File: src/rtl/aes_block_gearbox_if.sv
// Stream/block handshake bundle for aes_block_gearbox: plaintext words in, block to the core,
// result block back, ciphertext words out, plus status.
interface aes_block_gearbox_if;
    logic         pt_valid_i;
    logic [31:0]  pt_data_i;
    logic         pt_ready_o;
    logic         blk_valid_o;
    logic [127:0] blk_data_o;
    logic         blk_ready_i;
    logic         res_valid_i;
    logic [127:0] res_data_i;
    logic         res_ready_o;
    logic         ct_valid_o;
    logic [31:0]  ct_data_o;
    logic         ct_ready_i;
    logic [1:0]   word_cnt_o;
    logic         busy_o;
    logic         done_o;

    modport slave (
        input  pt_valid_i, pt_data_i, blk_ready_i, res_valid_i, res_data_i, ct_ready_i,
        output pt_ready_o, blk_valid_o, blk_data_o, res_ready_o, ct_valid_o, ct_data_o,
        output word_cnt_o, busy_o, done_o
    );

    modport master (
        output pt_valid_i, pt_data_i, blk_ready_i, res_valid_i, res_data_i, ct_ready_i,
        input  pt_ready_o, blk_valid_o, blk_data_o, res_ready_o, ct_valid_o, ct_data_o,
        input  word_cnt_o, busy_o, done_o
    );
endinterface

File: src/rtl/aes_block_gearbox.sv
// 32-bit word stream <-> 128-bit AES block gearbox (FILL/ISSUE/WAIT/DRAIN).
// Optional macro AES_GEARBOX_BYTESWAP_EN byte-reverses words on ingress and egress.
module aes_block_gearbox #(
    parameter bit MSB_FIRST = 1'b1
) (
    input logic                 clk,
    input logic                 reset_n,
    input logic                 clear,
    aes_block_gearbox_if.slave  bus
);
    typedef enum logic [1:0] {StFill, StIssue, StWait, StDrain} state_e;

    state_e       state_q, state_d;
    logic [1:0]   cnt_q, cnt_d;
    logic [127:0] in_blk_q, in_blk_d;
    logic [127:0] out_blk_q, out_blk_d;
    logic         done_q, done_d;

    function automatic logic [31:0] swap_bytes(input logic [31:0] w);
`ifdef AES_GEARBOX_BYTESWAP_EN
        return {w[7:0], w[15:8], w[23:16], w[31:24]};
`else
        return w;
`endif
    endfunction

    // Low bit of slot k: (3-k)*32 when word 0 is most significant, k*32 otherwise.
    function automatic logic [6:0] slot_lsb(input logic [1:0] k);
        return MSB_FIRST ? {~k, 5'b0} : {k, 5'b0};
    endfunction

    always_ff @(posedge clk or negedge reset_n) begin
        if (!reset_n) begin
            state_q   <= StFill;
            cnt_q     <= 2'd0;
            in_blk_q  <= '0;
            out_blk_q <= '0;
            done_q    <= 1'b0;
        end else begin
            state_q   <= state_d;
            cnt_q     <= cnt_d;
            in_blk_q  <= in_blk_d;
            out_blk_q <= out_blk_d;
            done_q    <= done_d;
        end
    end

    // Ready is a pure function of state, so valid alone qualifies a handshake here.
    always_comb begin
        state_d   = state_q;
        cnt_d     = cnt_q;
        in_blk_d  = in_blk_q;
        out_blk_d = out_blk_q;
        done_d    = 1'b0;
        if (clear) begin
            state_d   = StFill;
            cnt_d     = 2'd0;
            in_blk_d  = '0;
            out_blk_d = '0;
        end else begin
            unique case (state_q)
                StFill: begin
                    if (bus.pt_valid_i) begin
                        in_blk_d[slot_lsb(cnt_q) +: 32] = swap_bytes(bus.pt_data_i);
                        cnt_d = cnt_q + 2'd1;
                        if (cnt_q == 2'd3) state_d = StIssue;
                    end
                end
                StIssue: begin
                    if (bus.blk_ready_i) state_d = StWait;
                end
                StWait: begin
                    if (bus.res_valid_i) begin
                        out_blk_d = bus.res_data_i;
                        state_d   = StDrain;
                    end
                end
                StDrain: begin
                    if (bus.ct_ready_i) begin
                        cnt_d = cnt_q + 2'd1;
                        if (cnt_q == 2'd3) begin
                            state_d = StFill;
                            done_d  = 1'b1;
                        end
                    end
                end
                default: state_d = StFill;
            endcase
        end
    end

    always_comb begin
        bus.pt_ready_o  = (state_q == StFill);
        bus.blk_valid_o = (state_q == StIssue);
        bus.blk_data_o  = in_blk_q;
        bus.res_ready_o = (state_q == StWait);
        bus.ct_valid_o  = (state_q == StDrain);
        bus.ct_data_o   = swap_bytes(out_blk_q[slot_lsb(cnt_q) +: 32]);
        bus.word_cnt_o  = cnt_q;
        bus.busy_o      = !((state_q == StFill) && (cnt_q == 2'd0));
        bus.done_o      = done_q;
    end
endmodule

File: src/flat_wrapper.sv
// flat-port wrapper written by rule: the top's interface ports become plain ports
module aes_block_gearbox_flat 
#(
    parameter bit MSB_FIRST = 1'b1
)
  (clk, reset_n, clear, bus_pt_valid_i, bus_pt_data_i, bus_blk_ready_i, bus_res_valid_i, bus_res_data_i, bus_ct_ready_i, bus_pt_ready_o, bus_blk_valid_o, bus_blk_data_o, bus_res_ready_o, bus_ct_valid_o, bus_ct_data_o, bus_word_cnt_o, bus_busy_o, bus_done_o);
  aes_block_gearbox_if bus_i ();
  input logic clk;
  input logic reset_n;
  input logic clear;
  input wire logic [$bits(bus_i.pt_valid_i)-1:0] bus_pt_valid_i;
  input wire logic [$bits(bus_i.pt_data_i)-1:0] bus_pt_data_i;
  input wire logic [$bits(bus_i.blk_ready_i)-1:0] bus_blk_ready_i;
  input wire logic [$bits(bus_i.res_valid_i)-1:0] bus_res_valid_i;
  input wire logic [$bits(bus_i.res_data_i)-1:0] bus_res_data_i;
  input wire logic [$bits(bus_i.ct_ready_i)-1:0] bus_ct_ready_i;
  output wire logic [$bits(bus_i.pt_ready_o)-1:0] bus_pt_ready_o;
  output wire logic [$bits(bus_i.blk_valid_o)-1:0] bus_blk_valid_o;
  output wire logic [$bits(bus_i.blk_data_o)-1:0] bus_blk_data_o;
  output wire logic [$bits(bus_i.res_ready_o)-1:0] bus_res_ready_o;
  output wire logic [$bits(bus_i.ct_valid_o)-1:0] bus_ct_valid_o;
  output wire logic [$bits(bus_i.ct_data_o)-1:0] bus_ct_data_o;
  output wire logic [$bits(bus_i.word_cnt_o)-1:0] bus_word_cnt_o;
  output wire logic [$bits(bus_i.busy_o)-1:0] bus_busy_o;
  output wire logic [$bits(bus_i.done_o)-1:0] bus_done_o;
  assign bus_i.pt_valid_i = bus_pt_valid_i;
  assign bus_i.pt_data_i = bus_pt_data_i;
  assign bus_i.blk_ready_i = bus_blk_ready_i;
  assign bus_i.res_valid_i = bus_res_valid_i;
  assign bus_i.res_data_i = bus_res_data_i;
  assign bus_i.ct_ready_i = bus_ct_ready_i;
  assign bus_pt_ready_o = bus_i.pt_ready_o;
  assign bus_blk_valid_o = bus_i.blk_valid_o;
  assign bus_blk_data_o = bus_i.blk_data_o;
  assign bus_res_ready_o = bus_i.res_ready_o;
  assign bus_ct_valid_o = bus_i.ct_valid_o;
  assign bus_ct_data_o = bus_i.ct_data_o;
  assign bus_word_cnt_o = bus_i.word_cnt_o;
  assign bus_busy_o = bus_i.busy_o;
  assign bus_done_o = bus_i.done_o;
  aes_block_gearbox #(.MSB_FIRST(MSB_FIRST)) u_core (.clk(clk), .reset_n(reset_n), .clear(clear), .bus(bus_i));
endmodule
File: config.mk
export PLATFORM = sky130hd
export DESIGN_NAME = aes_block_gearbox_flat
export DESIGN_NICKNAME = d
export VERILOG_FILES = /design/src/rtl/aes_block_gearbox_if.sv /design/src/rtl/aes_block_gearbox.sv /design/src/flat_wrapper.sv
export SDC_FILE = /design/constraint.sdc
export NUM_CORES = 1
export LEC_CHECK = 0
export BUFFER_PORTS_ARGS = -buffer_cell sky130_fd_sc_hd__buf_2
export CAP_MARGIN = 25
export CORE_ASPECT_RATIO = 0.8
export CORE_MARGIN = 1.5
export CORE_UTILIZATION = 46
export DETAILED_ROUTE_END_ITERATION = 10
export GPL_TIMING_DRIVEN = 0
export PLACE_DENSITY = 0.76
export RECOVER_POWER = 100
export SLEW_MARGIN = 20
export SYNTH_ARGS = -nofsm -noshare
export SYNTH_HDL_FRONTEND = slang
export SYNTH_SLANG_ARGS = --single-unit
File: constraint.sdc
create_clock -name clk -period 2.4 [get_ports clk]
set_clock_uncertainty 0.15 [all_clocks]
set_input_delay 0.48 -clock clk [delete_from_list [all_inputs] [get_ports clk]]
set_output_delay 0.48 -clock clk [all_outputs]
set_load 0.01 [all_outputs]
==> flow_metrics.tcl, run 1 <==
set metrics [dict create \
    status "finished, violations left" \
    failed_checks "negative setup slack" \
    htreeDepth 1 \
    syn_area_per_cell_um2 13.34 \
    die_w_um 173.1 \
    worstPathCellList "buf_12, buf_8, buf_6, mux4_2, buf_6" \
    r2r_cells 10 \
    cts_root_buffer "clkbuf_16" \
    initial_core_util_pct 47.06 \
    drive_gt1_share_pct 30.47 \
    ys_seq_area_share_pct 61.35 \
    power.leakage_nw 6.625 \
    tightest_slew_ns 1.173 \
    timing.rr.start "u_core.bus.word_cnt_o[1]$_DFFE_PN0P_" \
    cap_viol_max_count 0 \
    synth_cells 798 \
    clock_latency_ns 0.52 \
    drtIter0Drc 657 \
    timing.fmax_ghz 0.3893 \
    synth_area_leaders "dfrtp_1 (61%), a22o_1 (16%), mux4_2 (6.6%)" \
    path_class "flip-flop to primary output" \
    slew_headroom_pct 21.83 \
    setup_viol 87 \
    synth-async-reset-ratio_pct 100.0 \
    firstDrtPassIters 5 \
    period_share_pct 107.0 \
    yosysWarningCount 0 \
    yosysTopAreaCellShare_pct 61.35 \
    synth.cell_area_mm2 0.01065 \
    rsz0062_at_grt "yes" \
    fin_ws_ns -0.1687 \
    place.gp.congestion 0.8252 \
    total_power_mw 10.44 \
    r2r_slack_ns -0.16 \
    max_stage_delay_ns 0.50 \
    cp_common_cell "buf_6" \
    arrival_ns 1.94 \
    grt_max_degree 102 \
    place.port_buffers 333 \
    fin_util_pct 61.60 \
    hold_slack_ns 0.02130 \
    path_delay_family "buffers and inverters" \
    power.density_mw_per_mm2 749.0 \
    min_from "bus_res_data_i[61]" \
    synth_top_cell_by_area "dfrtp_1" \
    grt_overflow_total 0 \
    grt_pass1_vias 8610 \
    synth.distinct_cells 31 \
    drv_slew 0 \
    synth_edf_count 0 \
    cpMaxStageDelayCell "mux4_2" \
    grt_pass1_wl_um 49250 \
    holdPathEnd "u_core.out_blk_q[61]$_DFFE_PN0P_" \
    required_ns 1.77 \
    ant_nets 0 \
    dp_hpwl_um 22810 \
    syn-num-nets 975 \
    rows 49 \
    path_clk_slew_ns 0.06 \
    synthFlopType "dfrtp_1" \
    irDropWorstVdd_mv 0.5561 \
    cts_tree "yes" \
    io_pins 335 \
    nets 1360 \
    avgViaCountPerCell 5.677 \
    clock_sinks 261 \
    die_y_um 139.1 \
    vias 8573 \
    synth-seq-cells 261 \
    path_buf_inv 4 \
    core_mm2 0.02262 \
    grtUsageTotal_pct 26.19 \
    min_period_ns 2.569 \
    holdPathStages 2 \
    finalHoldViolCount 0 \
    crit_fanout 6 \
    cts_buffer_depth 3 \
    worstHoldPathType "input pin to flip-flop" \
    cp-end-kind "primary output" \
    area_growth_pct 30.90 \
    die-area_mm2 0.02407 \
    cts_buffers 27 \
    wire_per_inst_um 21.29 \
    critPathLaunchType "flip-flop" \
    regToRegEndpoint "u_core.bus.blk_data_o[111]$_DFFE_PN0P_" \
    wl_um 32150 \
    antenna_found_initial 9 \
    drcViolationCount 0 \
]
## layout by cell type, fill, tap and decap left out, drive strengths merged, types with 2 or more instances in the layout
| master | instances |
|---|---|
| o21ai | 32 |
| o32ai | 32 |
| clkbuf | 206 |
| ha | 10 |
| clkinv | 4 |
| nand2b | 3 |
| nor2b | 2 |
| dfrtp | 261 |
| bufinv | 3 |
| mux4 | 32 |
| nor2 | 10 |
| nand3 | 2 |
| clkinvlp | 2 |
| a31oi | 3 |
| nand2 | 98 |
| dlygate4sd3 | 3 |
| a22o | 192 |
| diode | 6 |
| inv | 37 |
| nor3 | 2 |
| buf | 254 |
| mux2i | 2 |
## metrics by stage
step,setup TNS (ns),instance area (um^2),std cells,worst slack [ns]
6_report,-6.370,13940,1510,-0.1687
3_5_place_dp,-20.26,12760,1439,-0.3648
5_1_grt,-18.87,13940,1510,-0.2256
4_1_cts,-4.515,13980,1498,-0.1820
2_1_floorplan,0,10650,798,0.1349
3_3_place_gp,-1041.41,12700,1437,-3.951
## sequential cells by signal, indices dropped and copies added, names as in the netlist
signal and flops:
u_core.bus.done_o 1, u_core.bus.blk_data_o 128, u_core.bus.word_cnt_o 2, u_core.state_q 2, u_core.out_blk_q 128
## worst max-delay path by stage
stage                     slack (ns)                                  from                                     to  depth (start not counted)
after floorplan                 0.13  u_core.bus.word_cnt_o[1]$_DFFE_PN0P_  u_core.bus.blk_data_o[22]$_DFFE_PN0P_                          8
after global placement         -3.95                               reset_n       u_core.out_blk_q[61]$_DFFE_PN0P_                          1
after detailed placement       -0.36  u_core.bus.word_cnt_o[1]$_DFFE_PN0P_  u_core.bus.blk_data_o[30]$_DFFE_PN0P_                          8
after CTS                      -0.18  u_core.bus.word_cnt_o[0]$_DFFE_PN0P_                      bus_ct_data_o[17]                          4
after global routing           -0.23  u_core.bus.word_cnt_o[0]$_DFFE_PN0P_                       bus_ct_data_o[3]                          5
final                          -0.17  u_core.bus.word_cnt_o[0]$_DFFE_PN0P_                       bus_ct_data_o[3]                          5
## where the power goes
part,switching (mW),internal (mW)
sequential,0.0857,4.54
combinational,0.935,0.688
clock,1.69,2.50
total,2.71,7.72
## cell usage after synthesis, types with 3 or more instances
library cell  instances
dfrtp_1             261
buf_4                 8
a22o_1              192
o21ai_1              21
inv_1                36
o21ai_0              11
o32ai_1              32
buf_6                 6
buf_2                38
nand2_1              98
a31oi_2               3
clkbuf_1             20
ha_1                 10
nand2b_1              3
nor2_1                8
mux4_2               31
## layer usage
layer / track usage, % / share of wire [%]
met2: 42.42 / 47
met4: 8.924 / 3.4
met3: 5.099 / 7.0
met5: 0 / 0.037
met1: 35.65 / 42
## kinds of logic (layout without fill, tap and decap cells)
| group | count (synthesis) | count (layout) | share of synthesized area [%] |
|---|---|---|---|
| flip-flops | 261 | 261 | 61.35 |
| AND/OR/NAND/NOR | 121 | 121 | 4.865 |
| buffers and inverters | 109 | 509 | 5.018 |
| AO/OA/AOI/OAI | 261 | 261 | 20.41 |
| XOR/XNOR | 1 | 1 | 0.08228 |
| multiplexers | 35 | 35 | 7.098 |
| other | 0 | 6 | 0 |
| adder cells (fa/ha/maj) | 10 | 10 | 1.175 |
## repair_timing
action / CTS / global route
hold buffers: 3 / 0
endpoints found under the hold margin: 85 / 0
buffers inserted: 11 / 5
pin swaps: 2 / 1
setup endpoints to repair: 157 / 112
resized for setup: 54 / 39
cloned: 1 / 1
## cell type report
cell class / count / area [um^2]
Tap cell: 306 / 382.9
Clock buffer: 35 / 745.7
Multi-Input combinational cell: 428 / 3600
Timing Repair Buffer: 356 / 1897
Inverter: 37 / 150.1
Buffer: 72 / 483.0
Sequential cell: 261 / 6533
Fill cell: 1834 / 8687
Clock inverter: 9 / 130.1
Antenna cell: 6 / 15.01
Power figures use the tool's default switching activity.
==> inputs of run 2 (changes only) <==
- BUFFER_PORTS_ARGS: -buffer_cell sky130_fd_sc_hd__buf_2 -> -buffer_cell sky130_fd_sc_hd__buf_4
- CORE_MARGIN: 1.5 -> 3
==> flow_metrics.tcl, run 2 (synthesis results as in run 1) <==
set metrics [dict create \
    min_period_ns 2.544 \
    place_ws_ns -0.4647 \
    path_class "flip-flop to primary output" \
    nets 1377 \
    cts_tree "yes" \
    fin_util_pct 65.31 \
    clock_latency_ns 0.52 \
    pwr-share-comb_pct 17.1 \
    stdcell_area_mm2 0.01478 \
    htreeDepth 1 \
    ant_nets 0 \
    failed_checks "max-capacitance violations, max-slew violations, negative setup slack" \
    worstHoldPathType "input pin to flip-flop" \
    regToRegEndpoint "u_core.bus.blk_data_o[20]$_DFFE_PN0P_" \
    placed_area_mm2 0.01359 \
    place_inst 1439 \
    hold_slack_ns 0.01909 \
    arrival_ns 1.91 \
    required_ns 1.77 \
    grt_pass1_vias 8618 \
    drcViolationCount 0 \
    place.port_buffers 333 \
    seq_power_share_pct 42.5 \
    power.density_mw_per_mm2 736.9 \
    clock_sinks 261 \
    setup_viol 105 \
    p_sw_mw 2.816 \
    crit_fanout 6 \
    cts_buffer_depth 3 \
    grt_overflow_total 0 \
    area_growth_pct 38.78 \
    die_w_um 176.1 \
    timing.fmax_ghz 0.3931 \
    p_sw_share_pct 25.86 \
    final_common_cell "dfrtp_1" \
    initial_core_util_pct 47.06 \
    vias 8596 \
    power.internal_mw 8.072 \
    cp-end-kind "primary output" \
    die-area_mm2 0.02502 \
    dp_hpwl_um 24200 \
    cap_viol_max_count 1 \
    core_mm2 0.02262 \
    grtUsageTotal_pct 25.78 \
    firstDrtPassIters 5 \
    drive_gt1_share_pct 32.81 \
    rsz0062_at_grt "yes" \
    place.gp.congestion 0.8305 \
    status "finished, violations left" \
    layoutNonFillerInstCount 1525 \
    avgViaCountPerCell 5.637 \
    timing.rr.start "u_core.bus.word_cnt_o[0]$_DFFE_PN0P_" \
    layout_common_cells "dfrtp_1 (260), a22o_1 (192), buf_4 (182)" \
    holdPathEnd "u_core.out_blk_q[27]$_DFFE_PN0P_" \
    wl_um 33950 \
    tightest_slew_ns 1.580 \
    path_clk_slew_ns 0.06 \
    power.leakage_nw 6.957 \
    r2r_cells 13 \
    irDropWorstVdd_mv 0.4609 \
    antenna_found_initial 0 \
    finalHoldViolCount 0 \
    grt_max_degree 101 \
    drtIter0Drc 664 \
    n_antenna_cell 0 \
    r2r_slack_ns -0.14 \
    critPathLaunchType "flip-flop" \
    drv_slew 66 \
    io_pins 335 \
    wire_per_inst_um 22.26 \
    grt_pass1_wl_um 50540 \
    cts_buffers 27 \
    rows 49 \
    pwr-share-clk_pct 40.4 \
    min_from "bus_res_data_i[27]" \
    period_share_pct 106.0 \
    fin_ws_ns -0.1439 \
    holdPathStages 2 \
    die_y_um 142.1 \
    cts_root_buffer "clkbuf_16" \
    slew_headroom_pct -5.342 \
]
run 2: changes by cell type in the layout (fill, tap and decap cells not counted), sizes merged:
cell | previous run | this run
clkinv | 4 | 7
dlygate4sd3 | 3 | 8
diode | 6 | 0
bufinv | 3 | 5
clkbuf | 206 | 209
buf | 254 | 262
run 2: what timing repair did:
| action | in CTS | in global routing |
|---|---|---|
| setup buffers | 11 | 15 |
| setup endpoints to repair | 159 | 123 |
| cloned | 1 | 5 |
| hold buffers | 7 | 1 |
| hold endpoints to repair | 71 | 1 |
| pin swaps | 1 | 9 |
| gates resized for setup | 68 | 74 |
run 2: metal layers:
metal | vias up | global-route usage [%] | routed length [um]
li1 | 3787 | - | -
met1 | 4320 | 34.69 | 14090
met2 | 412 | 41.10 | 15730
met3 | 77 | 6.800 | 2909
met4 | 0 | 8.913 | 1220
met5 | - | 0 | 0
run 2: metrics by stage:
step                      setup TNS, ns  total power [mW]
final                            -7.004             10.89
after global routing             -37.12             11.27
after CTS                        -3.898             10.85
after detailed placement         -24.24             6.269
after global placement          -376.62             6.224
after floorplan                       0             5.443
run 2: critical path, cell delays in order (launching register included):
cell and delay (ns):
dfrtp_2 0.39, buf_12 0.15, buf_8 0.13, buf_6 0.09
mux4_2 0.49, buf_6 0.14
run 2: power by group through the flow:
stage          clock [mW]  sequential [mW]  combinational, mW
6_report             4.40             4.63               1.86
5_1_grt              4.64             4.64               2.00
3_5_place_dp            0             4.71               1.56
2_1_floorplan           0             4.76              0.685
3_3_place_gp            0             4.71               1.52
4_1_cts              4.46             4.63               1.76
run 2: worst max path at each step:
stage	startpoint	to	slack, ns	cells past startpoint
floorplan	u_core.bus.word_cnt_o[1]$_DFFE_PN0P_	u_core.bus.blk_data_o[22]$_DFFE_PN0P_	0.13	8
global placement	reset_n	u_core.out_blk_q[57]$_DFFE_PN0P_	-1.40	1
detailed placement	u_core.bus.word_cnt_o[1]$_DFFE_PN0P_	u_core.bus.blk_data_o[31]$_DFFE_PN0P_	-0.46	8
CTS	u_core.bus.word_cnt_o[0]$_DFFE_PN0P_	bus_ct_data_o[1]	-0.17	5
global route	u_core.bus.word_cnt_o[0]$_DFFE_PN0P_	bus_ct_data_o[1]	-0.21	5
finish	u_core.bus.word_cnt_o[0]$_DFFE_PN0P_	bus_ct_data_o[1]	-0.14	5
run 2: final cells by class:
| cell class | count | area [um^2] |
|---|---|---|
| buffer | 70 | 476.7 |
| fill | 1793 | 7848 |
| timing repair buffer | 375 | 2603 |
| clock buffer | 34 | 721.9 |
| tap | 306 | 382.9 |
| sequential | 261 | 6533 |
| multi-input combinational | 428 | 3706 |
| inverter | 37 | 148.9 |
| clock inverter | 14 | 203.9 |
==> inputs of run 3 (changes only) <==
--- a/constraint.sdc
+++ b/constraint.sdc
@@ -3,3 +3,3 @@
 set_input_delay 0.48 -clock clk [delete_from_list [all_inputs] [get_ports clk]]
 set_output_delay 0.48 -clock clk [all_outputs]
-set_load 0.01 [all_outputs]
+set_load 0.05 [all_outputs]
==> flow_metrics.tcl, run 3 (synthesis results as in run 1) <==
set metrics [dict create \
    fin_ws_ns -0.1649 \
    rsz0062_at_grt "yes" \
    cpMaxStageDelayCell "mux4_2" \
    layout_common_cells "dfrtp_1 (259), a22o_1 (192), buf_4 (176)" \
    fin_tns_setup_ns -6.781 \
    finalHoldViolCount 0 \
    die_w_um 176.1 \
    drtIter0Drc 593 \
    drive_gt1_share_pct 30.51 \
    vias 8431 \
    avgViaCountPerCell 5.624 \
    rows 49 \
    cts_buffer_depth 3 \
    crit_fanout 6 \
    status "finished, violations left" \
    drv_slew 0 \
    period_share_pct 106.9 \
    layoutNonFillerInstCount 1499 \
    worstHoldPathType "input pin to flip-flop" \
    cap_viol_max_count 0 \
    clock_latency_ns 0.52 \
    path_buf_inv 3 \
    cp-end-kind "primary output" \
    die-area_mm2 0.02502 \
    dp_hpwl_um 24050 \
    initial_core_util_pct 47.06 \
    path_clk_slew_ns 0.06 \
    clock_sinks 261 \
    required_ns 1.77 \
    max_stage_delay_ns 0.55 \
    grtUsageTotal_pct 25.54 \
    critPathLaunchType "flip-flop" \
    cts_buffers 27 \
    grt_max_degree 76 \
    fin_util_pct 63.32 \
    cp_common_cell "buf_12" \
    path_delay_family "multiplexers" \
    path_class "flip-flop to primary output" \
    seqCellArea_mm2 0.006534 \
    worstPathCellList "buf_12, buf_12, mux4_2, buf_8" \
    antenna_found_initial 0 \
    grt_pass1_wl_um 49940 \
    arrival_ns 1.93 \
    area_growth_pct 34.54 \
    core_mm2 0.02262 \
    final_common_cell "dfrtp_1" \
    failed_checks "negative setup slack" \
    n_antenna_cell 0 \
    tightest_slew_ns 0.9659 \
    drcViolationCount 0 \
    setup_viol 79 \
    cts_root_buffer "clkbuf_16" \
    firstDrtPassIters 5 \
    fill_cells 1855 \
    irDropWorstVdd_mv 0.5068 \
    htreeDepth 1 \
    place_inst 1440 \
    io_pins 335 \
    power.density_mw_per_mm2 748.7 \
    cts_tree "yes" \
    place.gp.congestion 0.8614 \
    grt_pass1_vias 8642 \
    ant_nets 0 \
    place.port_buffers 333 \
    slew_headroom_pct 35.61 \
    wire_per_inst_um 21.85 \
    multi_input_comb_area_mm2 0.003610 \
    die_y_um 142.1 \
    timing.fmax_ghz 0.3899 \
    wl_um 32760 \
    grt_overflow_total 0 \
    hold_slack_ns 0.02684 \
    min_period_ns 2.565 \
    power.leakage_nw 6.734 \
    nets 1353 \
]
run 3: cell types whose count changed in the layout (fill, tap and decap cells not counted), sizes merged:
cell	previous run	this run
buf	262	254
bufinv	5	1
clkbuf	209	201
clkinv	7	9
dlygate4sd3	8	1
inv	37	36
run 3: final timing paths:
path	from	endpoint	slack, ns	cells after the start
max in group asynchronous	reset_n	u_core.out_blk_q[125]$_DFFE_PN0P_	0.19	4
min in group asynchronous	reset_n	u_core.bus.blk_data_o[121]$_DFFE_PN0P_	0.30	2
min reg2reg	u_core.bus.blk_data_o[1]$_DFFE_PN0P_	u_core.bus.blk_data_o[1]$_DFFE_PN0P_	0.33	2
max	u_core.bus.word_cnt_o[0]$_DFFE_PN0P_	bus_ct_data_o[24]	-0.16	4
min	bus_res_data_i[9]	u_core.out_blk_q[9]$_DFFE_PN0P_	0.03	2
max reg2reg	u_core.bus.word_cnt_o[0]$_DFFE_PN0P_	u_core.bus.blk_data_o[115]$_DFFE_PN0P_	-0.11	11
run 3: per-layer routing:
layer | global-route usage (%) | part of all wire (%)
met2 | 40.89 | 46
met3 | 6.827 | 9.0
met5 | 0 | 0
met1 | 34.66 | 41
met4 | 7.622 | 3.3
run 3: metrics by stage:
| stage | setup slack (ns) | total power [mW] | cell area [um^2] |
|---|---|---|---|
| 6_report | -0.1649 | 10.72 | 14320 |
| 5_1_grt | -0.2139 | 11.14 | 14320 |
| 4_1_cts | -0.2057 | 10.90 | 14820 |
| 3_5_place_dp | -0.2704 | 6.732 | 13620 |
| 3_3_place_gp | -1.658 | 6.680 | 13530 |
| 2_1_floorplan | 0.06338 | 5.887 | 10650 |
run 3: final cells by class:
| cell class | instances | area share [%] |
|---|---|---|
| buffer | 72 | 3.424 |
| sequential | 261 | 45.62 |
| multi-input combinational | 428 | 25.20 |
| timing repair buffer | 349 | 16.28 |
| clock buffer | 35 | 5.206 |
| inverter | 37 | 0.9958 |
| tap | 306 | 2.673 |
| clock inverter | 11 | 0.6027 |
run 3: power by group:
part,leakage (nW),switching [mW],internal [mW],total (mW)
combinational,2.69,1.37,0.768,2.14
clock,0.416,1.67,2.28,3.96
sequential,3.63,0.0865,4.54,4.63
total,6.73,3.13,7.59,10.7
run 3: repair_timing:
item | CTS | global route
setup buffers | 7 | 4
resized for setup | 69 | 22
hold buffers | 1 | 0
setup endpoints to repair | 157 | 124
cloned | 2 | 1
pin swaps | 0 | 2
hold endpoints to repair | 53 | 0
